**src/rtl/pipeline_ctrl.sv**
```systemverilog
// Packet pipeline sequencer: parser -> matcher -> executor handshakes, shared
// byte-wide memory port multiplexing, and between-packet matcher reconfiguration.
module pipeline_ctrl #(
    parameter int unsigned TIMEOUT    = 1024,
    parameter int unsigned CNT_WIDTH  = 32,
    parameter int unsigned ADDR_WIDTH = 32,
    parameter int unsigned DATA_WIDTH = 8
) (
    input  logic                  clk,
    input  logic                  rst,
    input  logic                  pkt_valid_i,
    output logic                  pkt_done_o,
    output logic                  pkt_hit_o,
    output logic                  pkt_err_o,
    output logic                  prs_start_o,
    input  logic                  prs_ready_i,
    output logic                  mt_start_o,
    input  logic                  mt_ready_i,
    input  logic [ADDR_WIDTH-1:0] mt_val_addr_i,
    output logic                  ex_start_o,
    input  logic                  ex_ready_i,
    output logic [ADDR_WIDTH-1:0] ex_val_addr_o,
    input  logic                  prs_mem_ce_i,
    input  logic                  prs_mem_we_i,
    input  logic [ADDR_WIDTH-1:0] prs_mem_addr_i,
    input  logic [3:0]            prs_mem_width_i,
    input  logic [DATA_WIDTH-1:0] prs_mem_data_i,
    output logic [DATA_WIDTH-1:0] prs_mem_data_o,
    input  logic                  mt_mem_ce_i,
    input  logic                  mt_mem_we_i,
    input  logic [ADDR_WIDTH-1:0] mt_mem_addr_i,
    input  logic [3:0]            mt_mem_width_i,
    input  logic [DATA_WIDTH-1:0] mt_mem_data_i,
    output logic [DATA_WIDTH-1:0] mt_mem_data_o,
    input  logic                  ex_mem_ce_i,
    input  logic                  ex_mem_we_i,
    input  logic [ADDR_WIDTH-1:0] ex_mem_addr_i,
    input  logic [3:0]            ex_mem_width_i,
    input  logic [DATA_WIDTH-1:0] ex_mem_data_i,
    output logic [DATA_WIDTH-1:0] ex_mem_data_o,
    output logic                  mem_ce_o,
    output logic                  mem_we_o,
    output logic [ADDR_WIDTH-1:0] mem_addr_o,
    output logic [3:0]            mem_width_o,
    output logic [DATA_WIDTH-1:0] mem_data_o,
    input  logic [DATA_WIDTH-1:0] mem_data_i,
    input  logic                  cfg_req_i,
    input  logic [3:0]            cfg_hdr_id_i,
    input  logic [5:0]            cfg_key_off_i,
    input  logic [5:0]            cfg_key_len_i,
    output logic                  cfg_ack_o,
    output logic                  mod_start_o,
    output logic [3:0]            mod_match_hdr_id_o,
    output logic [5:0]            mod_match_key_off_o,
    output logic [5:0]            mod_match_key_len_o,
    output logic [CNT_WIDTH-1:0]  pkt_cnt_o,
    output logic [CNT_WIDTH-1:0]  hit_cnt_o,
    output logic [CNT_WIDTH-1:0]  err_cnt_o
);

    localparam int unsigned TMO_W = (TIMEOUT > 2) ? $clog2(TIMEOUT) : 1;

    typedef enum logic [3:0] {
        IDLE, CFG, PRS_ISSUE, PRS_WAIT, MT_ISSUE, MT_WAIT, EX_ISSUE, EX_WAIT, DONE
    } state_t;

    state_t             state_q, state_d;
    logic [TMO_W-1:0]   tmo_q, tmo_d;
    logic               hit_d, err_d, latch_addr;
    logic               tmo_hit;

    assign tmo_hit = (tmo_q == TMO_W'(TIMEOUT - 1));

    // Next-state logic; ISSUE ignores ready since it may be stale from the last packet
    always_comb begin
        state_d    = state_q;
        tmo_d      = tmo_q;
        hit_d      = 1'b0;
        err_d      = 1'b0;
        latch_addr = 1'b0;
        case (state_q)
            IDLE: begin
                if (cfg_req_i)        state_d = CFG;
                else if (pkt_valid_i) state_d = PRS_ISSUE;
            end
            CFG:       state_d = IDLE;
            PRS_ISSUE: begin tmo_d = '0; state_d = PRS_WAIT; end
            PRS_WAIT: begin
                if (prs_ready_i)  state_d = MT_ISSUE;
                else if (tmo_hit) begin state_d = DONE; err_d = 1'b1; end
                else              tmo_d = tmo_q + TMO_W'(1);
            end
            MT_ISSUE:  begin tmo_d = '0; state_d = MT_WAIT; end
            MT_WAIT: begin
                if (mt_ready_i) begin
                    latch_addr = 1'b1;
                    state_d    = (mt_val_addr_i != '0) ? EX_ISSUE : DONE;
                end else if (tmo_hit) begin
                    state_d = DONE;
                    err_d   = 1'b1;
                end else begin
                    tmo_d = tmo_q + TMO_W'(1);
                end
            end
            EX_ISSUE:  begin tmo_d = '0; state_d = EX_WAIT; end
            EX_WAIT: begin
                if (ex_ready_i)   begin state_d = DONE; hit_d = 1'b1; end
                else if (tmo_hit) begin state_d = DONE; err_d = 1'b1; end
                else              tmo_d = tmo_q + TMO_W'(1);
            end
            DONE:      state_d = IDLE;
            default:   state_d = IDLE;
        endcase
    end

    // State, handshake outputs and statistics
    always_ff @(posedge clk) begin
        if (rst) begin
            state_q             <= IDLE;
            tmo_q               <= '0;
            prs_start_o         <= 1'b0;
            mt_start_o          <= 1'b0;
            ex_start_o          <= 1'b0;
            pkt_done_o          <= 1'b0;
            pkt_hit_o           <= 1'b0;
            pkt_err_o           <= 1'b0;
            cfg_ack_o           <= 1'b0;
            mod_start_o         <= 1'b0;
            ex_val_addr_o       <= '0;
            mod_match_hdr_id_o  <= '0;
            mod_match_key_off_o <= '0;
            mod_match_key_len_o <= '0;
            pkt_cnt_o           <= '0;
            hit_cnt_o           <= '0;
            err_cnt_o           <= '0;
        end else begin
            state_q     <= state_d;
            tmo_q       <= tmo_d;
            prs_start_o <= (state_d == PRS_ISSUE) || (state_d == PRS_WAIT);
            mt_start_o  <= (state_d == MT_ISSUE)  || (state_d == MT_WAIT);
            ex_start_o  <= (state_d == EX_ISSUE)  || (state_d == EX_WAIT);
            pkt_done_o  <= (state_d == DONE);
            pkt_hit_o   <= hit_d;
            pkt_err_o   <= err_d;
            cfg_ack_o   <= (state_d == CFG);
            mod_start_o <= (state_d == CFG);
            if (latch_addr) ex_val_addr_o <= mt_val_addr_i;
            if (state_d == CFG) begin
                mod_match_hdr_id_o  <= cfg_hdr_id_i;
                mod_match_key_off_o <= cfg_key_off_i;
                mod_match_key_len_o <= cfg_key_len_i;
            end
            if (state_q == DONE) begin
                pkt_cnt_o <= pkt_cnt_o + CNT_WIDTH'(1);
                if (pkt_hit_o) hit_cnt_o <= hit_cnt_o + CNT_WIDTH'(1);
                if (pkt_err_o) err_cnt_o <= err_cnt_o + CNT_WIDTH'(1);
            end
        end
    end

    // Memory port owned by whichever stage the registered state selects
    always_comb begin
        mem_ce_o       = 1'b0;
        mem_we_o       = 1'b0;
        mem_addr_o     = '0;
        mem_width_o    = '0;
        mem_data_o     = '0;
        prs_mem_data_o = '0;
        mt_mem_data_o  = '0;
        ex_mem_data_o  = '0;
        case (state_q)
            PRS_ISSUE, PRS_WAIT: begin
                mem_ce_o       = prs_mem_ce_i;
                mem_we_o       = prs_mem_we_i;
                mem_addr_o     = prs_mem_addr_i;
                mem_width_o    = prs_mem_width_i;
                mem_data_o     = prs_mem_data_i;
                prs_mem_data_o = mem_data_i;
            end
            MT_ISSUE, MT_WAIT: begin
                mem_ce_o      = mt_mem_ce_i;
                mem_we_o      = mt_mem_we_i;
                mem_addr_o    = mt_mem_addr_i;
                mem_width_o   = mt_mem_width_i;
                mem_data_o    = mt_mem_data_i;
                mt_mem_data_o = mem_data_i;
            end
            EX_ISSUE, EX_WAIT: begin
                mem_ce_o      = ex_mem_ce_i;
                mem_we_o      = ex_mem_we_i;
                mem_addr_o    = ex_mem_addr_i;
                mem_width_o   = ex_mem_width_i;
                mem_data_o    = ex_mem_data_i;
                ex_mem_data_o = mem_data_i;
            end
            default: ;
        endcase
    end

endmodule
```
**config.mk**
```make
export PLATFORM = sky130hd
export DESIGN_NAME = pipeline_ctrl
export DESIGN_NICKNAME = d
export VERILOG_FILES = /design/src/rtl/pipeline_ctrl.sv
export SDC_FILE = /design/constraint.sdc
export NUM_CORES = 1
export LEC_CHECK = 0
export ABC_AREA = 1
export BUFFER_PORTS_ARGS = -buffer_cell sky130_fd_sc_hd__buf_2
export CAP_MARGIN = 25
export CELL_PAD_IN_SITES_DETAIL_PLACEMENT = 0
export CELL_PAD_IN_SITES_GLOBAL_PLACEMENT = 1
export CORE_AREA = 2 2 190 192
export CTS_CLUSTER_SIZE = 10
export DETAILED_ROUTE_END_ITERATION = 16
export DIE_AREA = 0 0 192 194
export MAX_ROUTING_LAYER = met4
export PLACE_DENSITY = 0.79
export SYNTH_ARGS = -nofsm -noshare
export SYNTH_HDL_FRONTEND = slang
export SYNTH_SLANG_ARGS = --single-unit
```
**constraint.sdc**
```tcl
create_clock -name clk -period 1.9 [get_ports clk]
set_clock_uncertainty 0.2 [all_clocks]
set_input_delay 0.095 -clock clk [delete_from_list [all_inputs] [get_ports clk]]
set_output_delay 0.095 -clock clk [all_outputs]
set_load 0.02 [all_outputs]
```
==> results.md, run 1 <==
Timing:
- In the post-route analysis, the smallest setup slack over all paths is -0.313 ns.
- In this run the tightest slew margin relative to its limit is 0.536.
- The part of the cycle the worst path needs is 1.16.
- The total setup violations reported at the end of the flow is 70.
- The final hold violation count is 0.
- The final critical delay including setup and external delays is 2.21 ns.
- The number of slew-limit violations in the final report came to 0.
- The slew at the pin with the worst max-slew slack is 0.696 ns.
- The minimum hold slack is 0.231 ns.
- Setup repair after global routing could not meet its margin everywhere.
- Based on the critical path, the design can be clocked at up to 452 MHz.

Floorplan:
- From bottom edge to top edge, the die measures 194 um.
- The starting density of the core is 0.276.
- The area enclosed by the die boundary is 37200 um^2.
- In this run the count of I/O pins placed on the die edge is 423.
- The cell row count is 69.
- The placeable core region is 35200 um^2.
- The width of the die is 192 um.

Worst setup path:
- Data on the critical path is required at its endpoint by 1.60 ns.
- For flop-to-flop paths, the worst setup slack is 0.06 ns.
- The category of the worst setup path capture point is an output pin.
- The terminus of the critical flop-to-flop path is pkt_cnt_o[19]$_SDFFE_PP0N_.
- The top fanout value on the critical path is 8.
- The depth of the worst register-to-register path is 11.
- In this run the critical register-to-register path is launched from state_q[2]$_SDFF_PP0_.
- The worst setup path category is flop to output pin.
- The category of the worst setup path launch point is a flop.
- The data arrival time at the worst-slack endpoint is 1.92 ns.

Power:
- The switching fraction of total power is 0.287.
- The highest ir drop seen on vdd is 0.000665 V.
- The sequential power share is 0.409.
- The power density relative to cell area is 538 nW/um^2.
- The relative contribution of combinational cells to total power is 0.173.
- Of the total power, the clock network draws 0.418.
- The internal portion of the total power is 6.19 mW.
- For this design the total switching power over the nets is 2.50 mW.
- The leakage component of the power is 7.54 nW.

Synthesis:
- In this run, synthesis inferred 0 flip-flops with an integrated enable.
- Of the post-synthesis cell area, the dominant cell type holds 0.340.
- Yosys printed 0 warnings.
- The share of the yosys chip area belonging to registers is 0.340.
- The number of cells produced by synthesis is 1672.
- The largest total area in the synthesized netlist belongs to sky130_fd_sc_hd__dfxtp_1.
- The number of nets in the synthesized netlist is 1877.
- In the post-synthesis netlist, the biggest area contributors are sky130_fd_sc_hd__dfxtp_1 34%, sky130_fd_sc_hd__nand2_1 24%, sky130_fd_sc_hd__nor2_1 11%.
- The count of unique library cells instantiated by Yosys is 34.
- The most used flip-flop cell after synthesis is sky130_fd_sc_hd__dfxtp_1.
- After synthesis the netlist holds a flip-flop and latch count of 165.
- A synthesized cell averages 5.81 um^2.
- The synthesized netlist occupies a cell area of 9710 um^2.
- After synthesis, the share of flip-flops with an asynchronous set or reset is 0.

Placement:
- Buffers placed on the I/O ports in this run total 422.
- The detailed placement HPWL is 38.8 mm.
- The congestion estimate from routability-driven global placement came to 1.05.
- The pre-CTS setup slack is 0.0488 ns.
- The cell area after placement is 13000 um^2.
- The number of placed instances, taps included, is 2592.

Status:
- The flow ran to the end, but the final reports show violations.
- The checks that failed: negative setup slack.

Finish:
- The leading cell type in the layout, fill and taps excluded is sky130_fd_sc_hd__nand2_1.
- The core utilization of the finished layout is 0.458.
- The multi-input combinational cells in the finished layout cover a total of 6510 um^2.
- After filler insertion, the fill cell instance count of the layout stands at 3732.
- Leaving out fill and tap cells, the most frequent cells in the layout are 558 x sky130_fd_sc_hd__nand2_1, 351 x sky130_fd_sc_hd__buf_2, 250 x sky130_fd_sc_hd__nor2_1.
- The number of nets at the end of the flow is 2459.
- The synthesis-to-finish area growth is 66.0%.
- Summing all non-filler instances in the final layout gives an area of 16100 um^2.
- In the final layout, the share of cells above drive strength 1 is 0.346.
- The count of cells in the finished layout, fillers not included, comes to 2740.
- The sequential cells in the finished layout cover a total of 3310 um^2.

CTS:
- Clock-pin slew was measured on the worst setup and hold paths at 0.07 ns.
- TritonCTS built the clock tree.
- The H-tree depth reported by CTS is 4.
- The number of clock buffers added by TritonCTS is 17.
- CTS placed an instance of sky130_fd_sc_hd__clkbuf_16 at the clock tree root.
- The sink count of the clock tree is 165.
- For the worst-skew pair, the clock arrives at the later sink with an insertion delay of 0.45 ns.
- The buffer levels on the longest clock path is 2.

Detailed routing:
- The routed design has 51.2 mm of wire.
- For this run, the detailed router's first-pass iteration total came to 5.
- After the first detailed-routing iteration, the DRC count stood at 769.
- In the final routed layout, each cell accounts on average for 18.7 um.
- The detailed router placed 13200 vias in this run.
- In the routed layout, each cell is associated on average with a via count of 4.80.
- The final antenna-violating net count is 0.
- The DRC violation count after routing is 0.

Global routing:
- The overflow left after global routing is 0.
- Entering global routing, the biggest net connects 59 pins.
- The first global-routing pass estimated 73.5 mm of wire.
- The global routing usage summed across all routing layers is 0.269.
- The via count of the first global-routing pass is 12400.
- The initial antenna violation count came to 16.

Min path:
- The worst hold path belongs to the class input port to flop.
- The launch instance of the worst min-delay path is cfg_hdr_id_i[1].
- For hold timing, the worst endpoint is mod_match_hdr_id_o[1]$_SDFFE_PP0N_.
- Along the worst hold path, the cell count comes to 4.

Job:
- Max-cap violations in this run came to 0.
==> final cells by class <==
cell class                      instances  area share
Antenna cell                           12     0.00186
Clock buffer                           22      0.0288
Clock inverter                         10     0.00768
Inverter                              130      0.0311
Multi-Input combinational cell       1318       0.404
Sequential cell                       165       0.206
Tap cell                              461      0.0358
Timing Repair Buffer                  622       0.285
==> state kept, by name (all words and copies together) (netlist names) <==
signal and cells:
hit_cnt_o 32, mt_start_o 1, mod_start_o 1, tmo_q 10, state_q 4, pkt_err_o 1, mod_match_key_off_o 6, ex_val_addr_o 32
err_cnt_o 32, mod_match_hdr_id_o 4, mod_match_key_len_o 6, pkt_done_o 1, prs_start_o 1, ex_start_o 1, pkt_hit_o 1, pkt_cnt_o 32
==> critical path, cell delays in order (launching register included) <==
cell and delay [ns]:
sky130_fd_sc_hd__dfxtp_2 0.36, sky130_fd_sc_hd__inv_4 0.11, sky130_fd_sc_hd__nand2_8 0.08, sky130_fd_sc_hd__nor2_4 0.23
sky130_fd_sc_hd__buf_12 0.16, sky130_fd_sc_hd__clkinvlp_4 0.19, sky130_fd_sc_hd__nor2_1 0.16, sky130_fd_sc_hd__buf_4 0.16
==> per-layer routing <==
metal / track usage / routed length [um] / share of wire / vias to the layer above
met2: 0.445 / 24900 / 0.49 / 469
li1: - / - / - / 6453
met1: 0.322 / 21000 / 0.41 / 6139
met4: 0.103 / 2130 / 0.042 / 0
met3: 0.0500 / 3160 / 0.062 / 98
met5: - / 0 / 0 / -
==> how the worst max path moves through the flow <==
stage                               from                         end  slack [ns]  depth (start not counted)
2_1_floorplan  err_cnt_o[1]$_SDFFE_PP0P_  err_cnt_o[14]$_SDFFE_PP0P_        0.03                          8
3_3_place_gp       state_q[3]$_SDFF_PP0_   hit_cnt_o[3]$_SDFFE_PP0P_        0.08                          7
3_5_place_dp       state_q[3]$_SDFF_PP0_   hit_cnt_o[3]$_SDFFE_PP0P_        0.05                          7
4_1_cts            state_q[2]$_SDFF_PP0_           prs_mem_data_o[2]       -0.32                          9
5_1_grt            state_q[2]$_SDFF_PP0_           prs_mem_data_o[0]       -0.43                          9
6_report           state_q[3]$_SDFF_PP0_            mt_mem_data_o[3]       -0.31                          7
==> stage by stage <==
stage                     setup TNS, ns  power [mW]
after floorplan                       0        4.12
after detailed placement              0        4.69
after global routing             -22.22        8.99
final                            -15.88        8.68
after global placement                0        4.69
after CTS                        -17.91        8.63
==> kinds of logic after synthesis <==
logic type      synth area share
buf+inv                   0.0760
compound gates            0.0939
flops                      0.340
simple gates               0.466
xor+xnor                  0.0189
fa+ha+maj                0.00515
==> synth_stat cells, types with 2 or more instances <==
master                     count
sky130_fd_sc_hd__nor2_1      284
sky130_fd_sc_hd__inv_1       127
sky130_fd_sc_hd__dfxtp_1     165
sky130_fd_sc_hd__buf_1         7
sky130_fd_sc_hd__xor2_1       18
sky130_fd_sc_hd__nor3_1       12
sky130_fd_sc_hd__nand4_1      14
sky130_fd_sc_hd__a31oi_1       3
sky130_fd_sc_hd__nand2_1     629
sky130_fd_sc_hd__buf_2        14
sky130_fd_sc_hd__nand3_1     155
sky130_fd_sc_hd__o21a_1        3
sky130_fd_sc_hd__o211ai_1      2
sky130_fd_sc_hd__nor2_2        5
sky130_fd_sc_hd__o21ai_0      43
sky130_fd_sc_hd__xnor2_1       3
sky130_fd_sc_hd__a21oi_1     121
sky130_fd_sc_hd__clkbuf_1     36
sky130_fd_sc_hd__and2_1        2
sky130_fd_sc_hd__nand2_2       5
sky130_fd_sc_hd__nor2_4        3
sky130_fd_sc_hd__o21bai_1      4
sky130_fd_sc_hd__ha_1          4
sky130_fd_sc_hd__inv_2         3
==> power groups by stage <==
stage	logic, mW	clock network, mW	registers (mW)
2_1_floorplan	0.425	0	3.69
3_3_place_gp	1.06	0	3.63
3_5_place_dp	1.06	0	3.63
4_1_cts	1.38	3.70	3.55
5_1_grt	1.60	3.84	3.55
6_report	1.50	3.63	3.55
==> timing repair <==
action,in CTS,in global routing
gates resized for setup,186,202
endpoints found under the setup margin,70,135
cloned,7,9
hold buffers,54,0
buffers inserted,14,24
hold endpoints to repair,126,0
pin swaps,6,43
No activity file was read; power rests on OpenSTA's default activity.
==> run 2, diff against run 1 <==
--- a/config.mk
+++ b/config.mk
@@ -10,12 +10,12 @@
 export CAP_MARGIN = 25
 export CELL_PAD_IN_SITES_DETAIL_PLACEMENT = 0
 export CELL_PAD_IN_SITES_GLOBAL_PLACEMENT = 1
-export CORE_AREA = 2 2 190 192
+export CORE_AREA = 2 2 172 174
 export CTS_CLUSTER_SIZE = 10
 export DETAILED_ROUTE_END_ITERATION = 16
-export DIE_AREA = 0 0 192 194
+export DIE_AREA = 0 0 174 176
 export MAX_ROUTING_LAYER = met4
-export PLACE_DENSITY = 0.79
+export PLACE_DENSITY = 0.9
 export SYNTH_ARGS = -nofsm -noshare
 export SYNTH_HDL_FRONTEND = slang
 export SYNTH_SLANG_ARGS = --single-unit
==> constraint.sdc (replaced) <==
create_clock -name clk -period 2.85 [get_ports clk]
set_clock_uncertainty 0.2 [all_clocks]
set_input_delay 0.1425 -clock clk [delete_from_list [all_inputs] [get_ports clk]]
set_output_delay 0.1425 -clock clk [all_outputs]
set_load 0.02 [all_outputs]
==> run 2 against run 1 <==
Net effect: the run now ends clean; sequential power fell by 33%; clock power fell by 34%; routed wire length fell by 13%; flip-flop and latch count did not move; critical path depth fell by 1; total power fell by 37%; setup slack improved by 0.59 ns; die area fell by 18%; critical path type unchanged; largest power group unchanged.
==> results.md, run 2 (synthesized netlist as in run 1, its figures left out) <==
Global routing:
- The initial antenna violation count was 23 (+7).
- The global routing usage summed across all routing layers was 0.288 (+0.0195).
- The overflow left after global routing is 0 (unchanged).
- The global-route wire length before repair is 65.6 mm (-11%).
- The largest net degree at the start of global routing came to 93 (+58%).
- The via count of the first global-routing pass is 11400 (-7.9%).

CTS:
- The number of buffers added by the clock tree synthesis step came to 17 (unchanged).
- The number of post-CTS setup repair buffers is 0 (-14).
- The buffer levels on the longest clock path was 2 (unchanged).
- The sink count of the clock tree is 165 (unchanged).
- The H-tree depth reported by CTS is 4 (unchanged).
- The clock-pin slew of the registers on the worst-case setup and hold paths was 0.07 ns (about the same).
- In this run the clock root is driven by a sky130_fd_sc_hd__clkbuf_16.
- The clock latency at the later pin of the worst-skew pair is 0.44 ns (about the same).
- The TritonCTS clock tree is built.

Finish:
- The synthesis-to-finish area growth is 38.9%.
- The count of filler cells inserted in the layout was 3127 (-16%).
- The library cells used most frequently in the layout, excluding fill and tap cells, are 629 x sky130_fd_sc_hd__nand2_1, 421 x sky130_fd_sc_hd__buf_2, 281 x sky130_fd_sc_hd__nor2_1.
- The fraction of layout instances using a drive strength above 1 came to 0.234 (-0.112).
- The number of nets at the end of the flow is 2334 (-5.1%).
- The final standard cell count with taps included and fillers excluded came to 2548 (-7.0%).
- The leading cell type in the layout, fill and taps excluded is sky130_fd_sc_hd__nand2_1.

Floorplan:
- The placeable core region is 28500 um^2 (-19%).
- The top-level port count is 423 (unchanged).
- The starting density of the core is 0.340 (+0.0645).
- The width of the die came to 174 um (-9.4%).
- The vertical extent of the die is 176 um (-9.3%).
- The cell row count was 62 (-10%).
- The area enclosed by the die boundary is 30600 um^2 (-18%).

Timing:
- The final-layout setup total negative slack is 0 ns (+15.88 ns).
- The slew at the pin with the worst max-slew slack came to 0.721 ns (+0.0243 ns).
- The worst path in the final design needs a cycle of 2.57 ns, including I/O delays and setup.
- The total setup violations reported at the end of the flow came to 0 (-100%).
- The final hold violation count came to 0 (unchanged).
- Setup repair after global routing left no endpoint under its margin.
- Of the available clock period, the critical path in the final layout requires 0.901.
- The max-slew headroom at the worst pin was 0.518 (-0.0178).
- The number of slew-limit violations in the final report is 0 (unchanged).
- For this run, the top clock speed supported by timing is 389 MHz.

Detailed routing:
- The number of vias per cell after detailed routing was 4.92 (+2.4%).
- The wire length after detailed routing was 44.7 mm (-13%).
- The average detailed-routed wire length per instance is 17.6 um (-6.0%).
- The total number of vias was 12500 (-4.7%).
- The final antenna-violating net count is 0 (unchanged).
- The first-iteration detailed-routing DRC count is 965 (+25%).
- The first-pass iteration count of the detailed router is 5 (unchanged).
- The DRC violation count after routing is 0 (unchanged).

Worst setup path:
- The cell with the largest stage delay on the worst path is sky130_fd_sc_hd__dfxtp_1.
- The critical path required time is 2.51 ns (+0.91 ns).
- The data arrival time at the worst-slack endpoint is 2.23 ns (+0.31 ns).
- The worst setup path is captured at an output pin.
- The startpoint of the most critical register-to-register path is state_q[1]$_SDFF_PP0_.
- The top fanout value on the critical path came to 35 (+27).
- The startpoint of the worst setup timing path is state_q[2]$_SDFF_PP0_.
- The signal on the critical path passes through nand2_2 -> nor2_4 -> buf_12 -> nand2_1 -> nand3_1 -> buf_2.
- The critical path is of the flop to output pin type.
- The delay contributed by the slowest stage of the critical path is 0.43 ns (+0.07 ns).
- STA classifies the critical path startpoint as a flop.

Min path:
- In this run the most critical hold path is launched from prs_ready_i.
- The tightest min-delay check is of the input port to flop type.

Job:
- The count of maximum capacitance violations was 0 (unchanged).

Placement:
- The detailed placement HPWL is 36.0 mm (-7.2%).
- The number of buffers inserted by port buffering came to 422 (unchanged).
- The count of placed standard cells including taps is 2442 (-5.8%).
- The final weighted congestion in routability-driven placement is 0.990 (-5.9%).

Power:
- The leakage component of the power was 6.06 nW (-20%).
- The power density relative to cell area is 408 nW/um^2 (-24%).
- The highest ir drop seen on vdd is 0.000388 V (-42%).

Status:
- The flow ran to the end, and the final reports show no timing, DRC or antenna violations.
[run 2: changes by cell type in the layout (fill, tap and decap cells not counted), moves of 29 or more]
cell / before / now
sky130_fd_sc_hd__nand2_4: 41 / 0
sky130_fd_sc_hd__nand3_2: 43 / 1
sky130_fd_sc_hd__nand2_2: 34 / 5
sky130_fd_sc_hd__nand2_1: 558 / 629
sky130_fd_sc_hd__nor2_1: 250 / 281
sky130_fd_sc_hd__buf_2: 351 / 421
sky130_fd_sc_hd__buf_4: 120 / 20
sky130_fd_sc_hd__nand3_1: 108 / 155
sky130_fd_sc_hd__buf_6: 70 / 0
[run 2: area by class of cell]
| cell class | count | area [um^2] | share of cell area |
|---|---|---|---|
| Sequential cell | 165 | 3300 | 0.245 |
| Tap cell | 384 | 480 | 0.0356 |
| Multi-Input combinational cell | 1318 | 5690 | 0.422 |
| Inverter | 130 | 488 | 0.0362 |
| Clock inverter | 15 | 185 | 0.0137 |
| Antenna cell | 22 | 55.1 | 0.00408 |
| Clock buffer | 17 | 425 | 0.0315 |
| Timing Repair Buffer | 497 | 2860 | 0.212 |
[run 2: power by group]
part           switching (mW)  internal, mW
registers              0.0329          2.34
clock network            1.15          1.26
logic                   0.431         0.275
[run 2: final timing paths]
kind / endpoint / slack (ns) / depth (start not counted)
setup / recovery: mem_addr_o[29] / 0.28 / 6
hold / removal: mt_start_o$_SDFF_PP0_ / 0.04 / 5
setup reg to reg: pkt_cnt_o[19]$_SDFFE_PP0N_ / 0.60 / 10
hold reg to reg: ex_val_addr_o[31]$_SDFFE_PP0P_ / 0.27 / 2
[run 2: routing by layer]
metal  routed length, um  share of wire  track usage  up-vias
met1               19500           0.44        0.366     5735
li1                    -              -            -     6221
met3                3910          0.087       0.0902       63
met2               20400           0.46        0.443      516
met5                   0              0            -        -
met4                 922          0.021       0.0798        0
[run 2: repair_timing]
action	CTS	global route
hold buffers	52	0
resized for setup	0	1
hold endpoints to repair	78	0
setup endpoints to repair	0	10
[run 2: stage by stage]
stage / util / area, um^2 / setup slack (ns) / power, mW / hold slack, ns
finish: 0.472 / 13500 / 0.281 / 5.50 / 0.0422
global placement: 0.431 / 12300 / 0.534 / 3.06 / 0.192
floorplan: - / 9710 / 0.948 / 2.74 / 0.103
detailed placement: 0.431 / 12300 / 0.507 / 3.07 / 0.198
global route: 0.472 / 13500 / 0.166 / 5.71 / 0.0839
CTS: 0.471 / 13400 / 0.0660 / 5.53 / 0.0563
[run 2: critical path: cells and delay by family (launching register included)]
family                 cells  cell delay [ns]
AND/OR/NAND/NOR            4             0.87
buffers and inverters      2             0.48
flip-flops                 1             0.43
